### config.mk
export PLATFORM = sky130hd
export DESIGN_NAME = serial_adder_flat
export DESIGN_NICKNAME = d
export VERILOG_FILES = /design/src/rtl/serial_adder_pkg.sv /design/src/rtl/serial_adder_if.sv /design/src/rtl/full_adder_bit.sv /design/src/rtl/serial_adder.sv /design/src/flat_wrapper.sv
export SDC_FILE = /design/constraint.sdc
export NUM_CORES = 1
export LEC_CHECK = 0
export CAP_MARGIN = 40
export CORE_ASPECT_RATIO = 0.8
export CORE_MARGIN = 2
export CORE_UTILIZATION = 55
export CTS_BUF_LIST = sky130_fd_sc_hd__clkbuf_8
export DETAILED_ROUTE_END_ITERATION = 12
export DONT_BUFFER_PORTS = 1
export MAX_ROUTING_LAYER = met4
export PLACE_DENSITY = 0.7
export SETUP_SLACK_MARGIN = 0.4
export SLEW_MARGIN = 25
export SYNTH_ARGS = -nofsm -noshare
export SYNTH_HDL_FRONTEND = slang
export SYNTH_SLANG_ARGS = --single-unit
### constraint.sdc
create_clock -name clk -period 4.4 [get_ports clk]
set_input_delay 0.66 -clock clk [delete_from_list [all_inputs] [get_ports clk]]
set_output_delay 0.66 -clock clk [all_outputs]
set_load 0.005 [all_outputs]
### src/rtl/serial_adder_pkg.sv
// serial_adder_pkg: FSM state encoding and counter-width helper shared by the serial adder files
package serial_adder_pkg;
  typedef enum logic [1:0] {IDLE = 2'd0, SHIFT = 2'd1, DONE = 2'd2} state_t;
  function automatic int cnt_width(input int w);
    return (w > 1) ? $clog2(w) : 1;
  endfunction
endpackage

### src/rtl/serial_adder_if.sv
// serial_adder_if: start/a/b request and busy/done/sum/carry_out result bundle; master drives requests, slave is the adder
interface serial_adder_if #(parameter int WIDTH = 8);
  logic start;
  logic [WIDTH-1:0] a;
  logic [WIDTH-1:0] b;
  logic busy;
  logic done;
  logic [WIDTH-1:0] sum;
  logic carry_out;
  modport master (output start, a, b, input busy, done, sum, carry_out);
  modport slave (input start, a, b, output busy, done, sum, carry_out);
endinterface

### src/rtl/full_adder_bit.sv
// full_adder_bit: combinational 1-bit full adder from two half adders (a, b, cin -> s, cout)
module full_adder_bit (
  input  logic a,
  input  logic b,
  input  logic cin,
  output logic s,
  output logic cout
);
  logic p, g, t;
  assign p = a ^ b;
  assign g = a & b;
  assign s = p ^ cin;
  assign t = p & cin;
  assign cout = g | t;
endmodule

### src/rtl/serial_adder.sv
// serial_adder: LSB-first bit-serial adder over WIDTH cycles; ports clk, rst_n (async active-low), bus (slave: start/a/b in, busy/done/sum/carry_out out)
module serial_adder
  import serial_adder_pkg::*;
#(
  parameter int WIDTH = 8
) (
  input logic clk,
  input logic rst_n,
  serial_adder_if.slave bus
);
  localparam int CW = cnt_width(WIDTH);
  localparam int ACW = WIDTH - 1;
  localparam logic [CW-1:0] LAST = CW'(WIDTH - 1);
  state_t state, state_n;
  logic [CW-1:0] cnt;
  logic [WIDTH-1:0] sa, sb;
  logic [ACW-1:0] acc;
  logic c, s, co, last;
  full_adder_bit u_fa (.a(sa[0]), .b(sb[0]), .cin(c), .s(s), .cout(co));
  assign last = cnt == LAST;
  assign bus.busy = (state == SHIFT) || (state == DONE);
  assign bus.done = state == DONE;
  always_ff @(posedge clk or negedge rst_n)
    if (!rst_n) state <= IDLE;
    else state <= state_n;
  always_comb begin
    state_n = state;
    state_n = (state == IDLE) ? (bus.start ? SHIFT : IDLE) :
              (state == SHIFT) ? (last ? DONE : SHIFT) : IDLE;
  end
  always_ff @(posedge clk or negedge rst_n)
    if (!rst_n) begin
      cnt <= '0;
      c <= 1'b0;
      sa <= '0;
      sb <= '0;
      acc <= '0;
      bus.sum <= '0;
      bus.carry_out <= 1'b0;
    end else if (state == IDLE && bus.start) begin
      sa <= bus.a;
      sb <= bus.b;
      c <= 1'b0;
      cnt <= '0;
    end else if (state == SHIFT) begin
      sa <= sa >> 1;
      sb <= sb >> 1;
      c <= co;
      cnt <= cnt + 1'b1;
      acc <= ACW'({s, acc} >> 1);
      if (last) begin
        bus.sum <= {s, acc};
        bus.carry_out <= co;
      end
    end
endmodule
### src/flat_wrapper.sv
// flat-port wrapper written by rule: the top's interface ports become plain ports
module serial_adder_flat import serial_adder_pkg::*;
#(
  parameter int WIDTH = 8
)
  (clk, rst_n, bus_start, bus_a, bus_b, bus_busy, bus_done, bus_sum, bus_carry_out);
  serial_adder_if #(.WIDTH(WIDTH)) bus_i ();
  input logic clk;
  input logic rst_n;
  input wire logic [$bits(bus_i.start)-1:0] bus_start;
  input wire logic [$bits(bus_i.a)-1:0] bus_a;
  input wire logic [$bits(bus_i.b)-1:0] bus_b;
  output wire logic [$bits(bus_i.busy)-1:0] bus_busy;
  output wire logic [$bits(bus_i.done)-1:0] bus_done;
  output wire logic [$bits(bus_i.sum)-1:0] bus_sum;
  output wire logic [$bits(bus_i.carry_out)-1:0] bus_carry_out;
  assign bus_i.start = bus_start;
  assign bus_i.a = bus_a;
  assign bus_i.b = bus_b;
  assign bus_busy = bus_i.busy;
  assign bus_done = bus_i.done;
  assign bus_sum = bus_i.sum;
  assign bus_carry_out = bus_i.carry_out;
  serial_adder #(.WIDTH(WIDTH)) u_core (.clk(clk), .rst_n(rst_n), .bus(bus_i));
endmodule
Word-level counts from Yosys, hierarchy flattened
Index checks and enable logic that the tools add are counted.
{"block": "totals", "reg_bits": 38, "in_bits": 19, "out_inout_bits": 11, "word_cells": 36}
{"block": "classes", "add_sub_neg": 1, "eq_ne": 3, "n_mux": 12, "bitwise": 6, "reduce_logical": 6}
{"op": "8-bit 2-to-1 mux", "n": 4}
{"op": "2-bit 2-to-1 mux", "n": 3}
{"op": "3-bit 2-to-1 mux", "n": 2}
{"op": "3-bit by 1-bit adder with 3-bit output, second input constant", "n": 1}
{"op": "3-bit == test, second input constant", "n": 1}
{"op": "1-bit 2-to-1 mux", "n": 3}
{"op": "3-bit AND reduction", "n": 1}
{"op": "1-bit bitwise AND", "n": 2}
{"op": "2-bit by 1-bit == test with 1-bit output, second input constant", "n": 1}
{"op": "2-bit == test, second input constant", "n": 1}
{"op": "2-bit zero test", "n": 1}
{"op": "2-bit AND reduction", "n": 1}
{"op": "2-bit nonzero test", "n": 1}
{"op": "1-bit XOR", "n": 2}
{"op": "1-bit logical AND", "n": 1}
{"op": "1-bit logical OR", "n": 1}
{"op": "1-bit NOT", "n": 1}
{"op": "1-bit bitwise OR", "n": 1}

Longest topological paths before layout
{"block": "depth", "word_depth": 5, "mapped_depth": 6, "mapped_depth_nobuf": 4}

Cells and area by module
Synthesis repeated with hierarchy kept, for this count alone.
{"block": "hier_totals", "cells_unflattened": 137, "area_unflattened_um2": 1704.1}
{"mod": "serial_adder", "n_inst": 1, "cells_per_inst": 136, "area_each_um2": 1684.1}
{"mod": "full_adder_bit", "n_inst": 1, "cells_per_inst": 1, "area_each_um2": 20.0}

Least setup slack after synthesis
No wires, ideal clock.
{"block": "synth_path", "path_type": "register -> register", "start": "reg u_core.cnt[0]", "end": "reg u_core.bus.carry_out", "setup_ns": 0.125, "arrival_ns": 1.241, "required_ns": 4.275, "slack_ns": 3.034, "stages_incl_launch_ff": 5, "n_path_buf": 0, "cell_sequence": "dfrtp_1 -> ha_1 -> ha_1 -> nand2_4 -> mux2_4"}
{"block": "synth_via", "elab_chain_cells": 2}
{"item": "from (decl)", "line": "serial_adder.sv:15", "rtl": "logic [CW-1:0] cnt;"}
{"item": "from (signal assigned)", "line": "serial_adder.sv:49", "rtl": "cnt <= cnt + 1'b1;"}
{"item": "3-bit == test", "line": "serial_adder.sv:20", "rtl": "assign last = cnt == LAST;"}
{"item": "3-bit AND reduction (no source line)"}
{"item": "to (signal assigned)", "line": "serial_adder.sv:53", "rtl": "bus.carry_out <= co;"}
{"item": "to (decl)", "line": "serial_adder_if.sv:11", "rtl": "modport slave (input start, a, b, output busy, done, sum, carry_out);"}
Every way passes these cells.
A chain may end at the register's enable or synchronous reset.

Worst setup path after layout
{"block": "layout_path", "start": "reg u_core.state[0]", "end": "out bus_busy"}
{"block": "layout_via", "elab_chain_cells": 2}
{"item": "from (decl)", "line": "serial_adder.sv:14", "rtl": "state_t state, state_n;"}
{"item": "from (signal assigned)", "line": "serial_adder.sv:25", "rtl": "else state <= state_n;"}
{"item": "2-bit by 1-bit == test with 1-bit output or 2-bit == test (tied branches)", "line": "serial_adder.sv:21", "rtl": "assign bus.busy = (state == SHIFT) || (state == DONE);"}
{"item": "1-bit logical OR (*)", "line": "serial_adder.sv:21"}
{"item": "to (decl)", "line": "flat_wrapper.sv:13", "rtl": "output wire logic [$bits(bus_i.busy)-1:0] bus_busy;"}
Every way passes the cells marked *; elsewhere a longest branch is shown, timed or not.

==> flow_summary.yaml <==
status:
  outcome: "finished, final reports clean"
logic_synthesis:
  synth_top_family_by_area: "multiplexers"
  syn-num-nets: 160
  syn_area_per_cell_um2: 13.0
  ys_seq_area_share_pct: 54.5
  synth_fa_ha_area_share_pct: 5.45
  ys_warn_count: 0
  ys_ff_latch: 38
  synth_cell_types: 19
  yosys.area_share.simple_pct: 7.89
  syn_area_um2: 1740
  synth-xor-area-share_pct: 0.502
  synthCells: 134
  synth_mux_area_share_pct: 22.0
  synth_compound_area_share_pct: 5.02
timing:
  max_slew.worst_pin.slew_ns: 0.580
  rsz0062_at_grt: "no"
  period_needed_ns: 1.72
  clock.fmax_mhz: 581
  finalSetupViolations: 0
  setup_tns_ns: 0
  finalHoldViolCount: 0
  clock-skew-final_ns: 0.00426
  fin_hold_ws_ns: 0.0645
  fin_crit_sh_pct: 39.1
  final-max-slew-violation-count: 0
  max-slew-margin-rel_pct: 61.4
worst_setup_path:
  crit_path_end_kind: "output port"
  r2r_start: "u_core.state[0]"
  slowest_stage: "dfrtp_1"
  path_class: "reg -> out"
  worstPathMaxFanout: 3
  reg2reg_depth: 4
  slowest_delay_ns: 0.39
  critPathTopFamily: "flip-flops"
  required_ns: 3.74
  reg2reg_to: "u_core.sa[0]"
  cp_num_buf_inv: 1
  cp.arrival_ns: 1.06
  r2r_slack_ns: 2.74
  cp-start-kind: "flip-flop"
  cp_cell_sequence: "inv_1, ha_1"
clock_tree:
  cts_htree_levels: 2
  cts_hold_buf: 0
  root_buffer: "clkbuf_8"
  clock-sinks: 38
  cts_resized: 0
  cts.path.max_buffers: 2
  tritoncts: "done"
  clkLatencyLatePin_ns: 0.28
  cts_buffers: 5
  postCtsSetupBuffers: 0
  clk_pin_slew_worst_paths_ns: 0.07
grt:
  gr-total-overflow: 0
  antenna_found_initial: 0
  grt_pass1_vias: 961
  grtUsageTotal_pct: 17.5
  grt_max_degree: 39
  grt_pass1_wl_um: 4440
floorplanning:
  die_w_um: 67.0
  core_um2: 3060
  start_util_pct: 56.9
  io_pins: 30
  rows: 18
  dieArea_um2: 3640
  chipHeight_um: 54.4
pwr:
  p_total_mw: 1.29
  vdd_ir_drop_max_mv: 0.424
  powerDensity_nw_per_um2: 704
  leakagePower_nw: 0.876
drt:
  drt-total-wl_um: 2620
  first_pass_iters: 4
  drt_iter0_drc: 36
  wl_per_cell_um: 15.1
  drc: 0
  dr_total_vias: 971
  antenna_left: 0
  routed_via_density: 5.58
placement:
  gp_congestion: 0.687
  io_buffers: 0
hold_path:
  min_path_type: "in -> async"
cells_and_area:
  num_antenna_cells: 0
  layout_commonest_cell: "dfrtp_1"
  area_growth_pct: 5.02
  final_nets: 159
  drive_above_1_share_pct: 19.4
  final_cell_mix: "dfrtp_1 (38), mux2i_1 (17), nand3_1 (16), o21ai_1 (15), mux2_4 (9)"
flow_run:
  drv_cap: 0
-- synth_stat cells --
library cell  count  area [um2]
inv_1             3        11.3
o21ai_0           1        5.00
buf_4             2        15.0
o21ai_1          15        75.1
dfrtp_1          38         951
nor2_1            5        18.8
xnor2_1           1        8.76
mux2_4            9         135
buf_6             3        33.8
mux2i_1          17         170
and2_4            1        8.76
nand2b_1          3        18.8
mux2_2            7        78.8
buf_2             4        20.0
o21bai_1          1        7.51
nand3_1          16        80.1
fa_1              1        20.0
nand2_4           1        11.3
ha_1              6        75.1
-- flip-flops by register name, summed over array words and instances (netlist names) --
register              count
u_core.bus.carry_out      1
u_core.sb                 8
u_core.cnt                3
u_core.acc                7
u_core.sa                 8
u_core.c                  1
u_core.state              2
u_core.bus.sum            8
-- worst reg2reg max path: stages (launching register included) --
cell     delay [ns]
dfrtp_1        0.41
inv_1          0.09
ha_1           0.53
and2_4         0.39
o21ai_0        0.12
-- worst max-delay path by stage --
stage | from | endpoint | cells after the start
2_1_floorplan | u_core.cnt[0] | u_core.bus.carry_out | 4
3_3_place_gp | u_core.state[1] | u_core.sb[4] | 4
3_5_place_dp | u_core.state[0] | u_core.sa[0] | 4
4_1_cts | u_core.state[0] | bus_busy | 2
5_1_grt | u_core.state[0] | u_core.sa[0] | 4
6_report | u_core.state[0] | bus_busy | 2
-- logic make-up after synthesis --
kind of cell,Yosys count
DFF,38
muxes,33
and+or+nand+nor,26
AOI/OAI and AO/OA,17
buffers and inverters,12
adders and majority gates,7
xor gates and xnor gates,1
-- per-layer routing --
layer	up-vias	GRT usage, %	wire length (um)
li1	462	-	-
met1	474	20.7	1200
met2	31	27.8	1220
met3	4	6.58	170
met4	0	6.12	31
met5	-	-	0
-- cell type report --
cell class / count / area (um2)
well taps: 40 / 50.0
repair buffers: 1 / 15.0
clock buffers: 6 / 82.6
inverters: 3 / 11.3
multi-input cells: 84 / 713
clock inverters: 2 / 8.76
flip-flops and latches: 38 / 951
fillers: 265 / 1230
-- report_power, final --
group          internal (mW)  switching [mW]  total [mW]  leakage [nW]
registers              0.506           0.100       0.606         0.475
logic                  0.245           0.202       0.446         0.349
clock network          0.124           0.113       0.236        0.0524
total                  0.875           0.414        1.29         0.876
-- per-stage QoR --
stage	area [um2]	std cells	utilization [%]	setup slack [ns]
after floorplan	1740	134	-	3.03
after global routing	1830	174	59.8	2.58
after CTS	1830	174	59.8	2.67
final	1830	174	59.8	2.68
after global placement	1730	165	56.3	2.59
after detailed placement	1740	166	56.8	2.74
(Power assumes the default switching activity.)
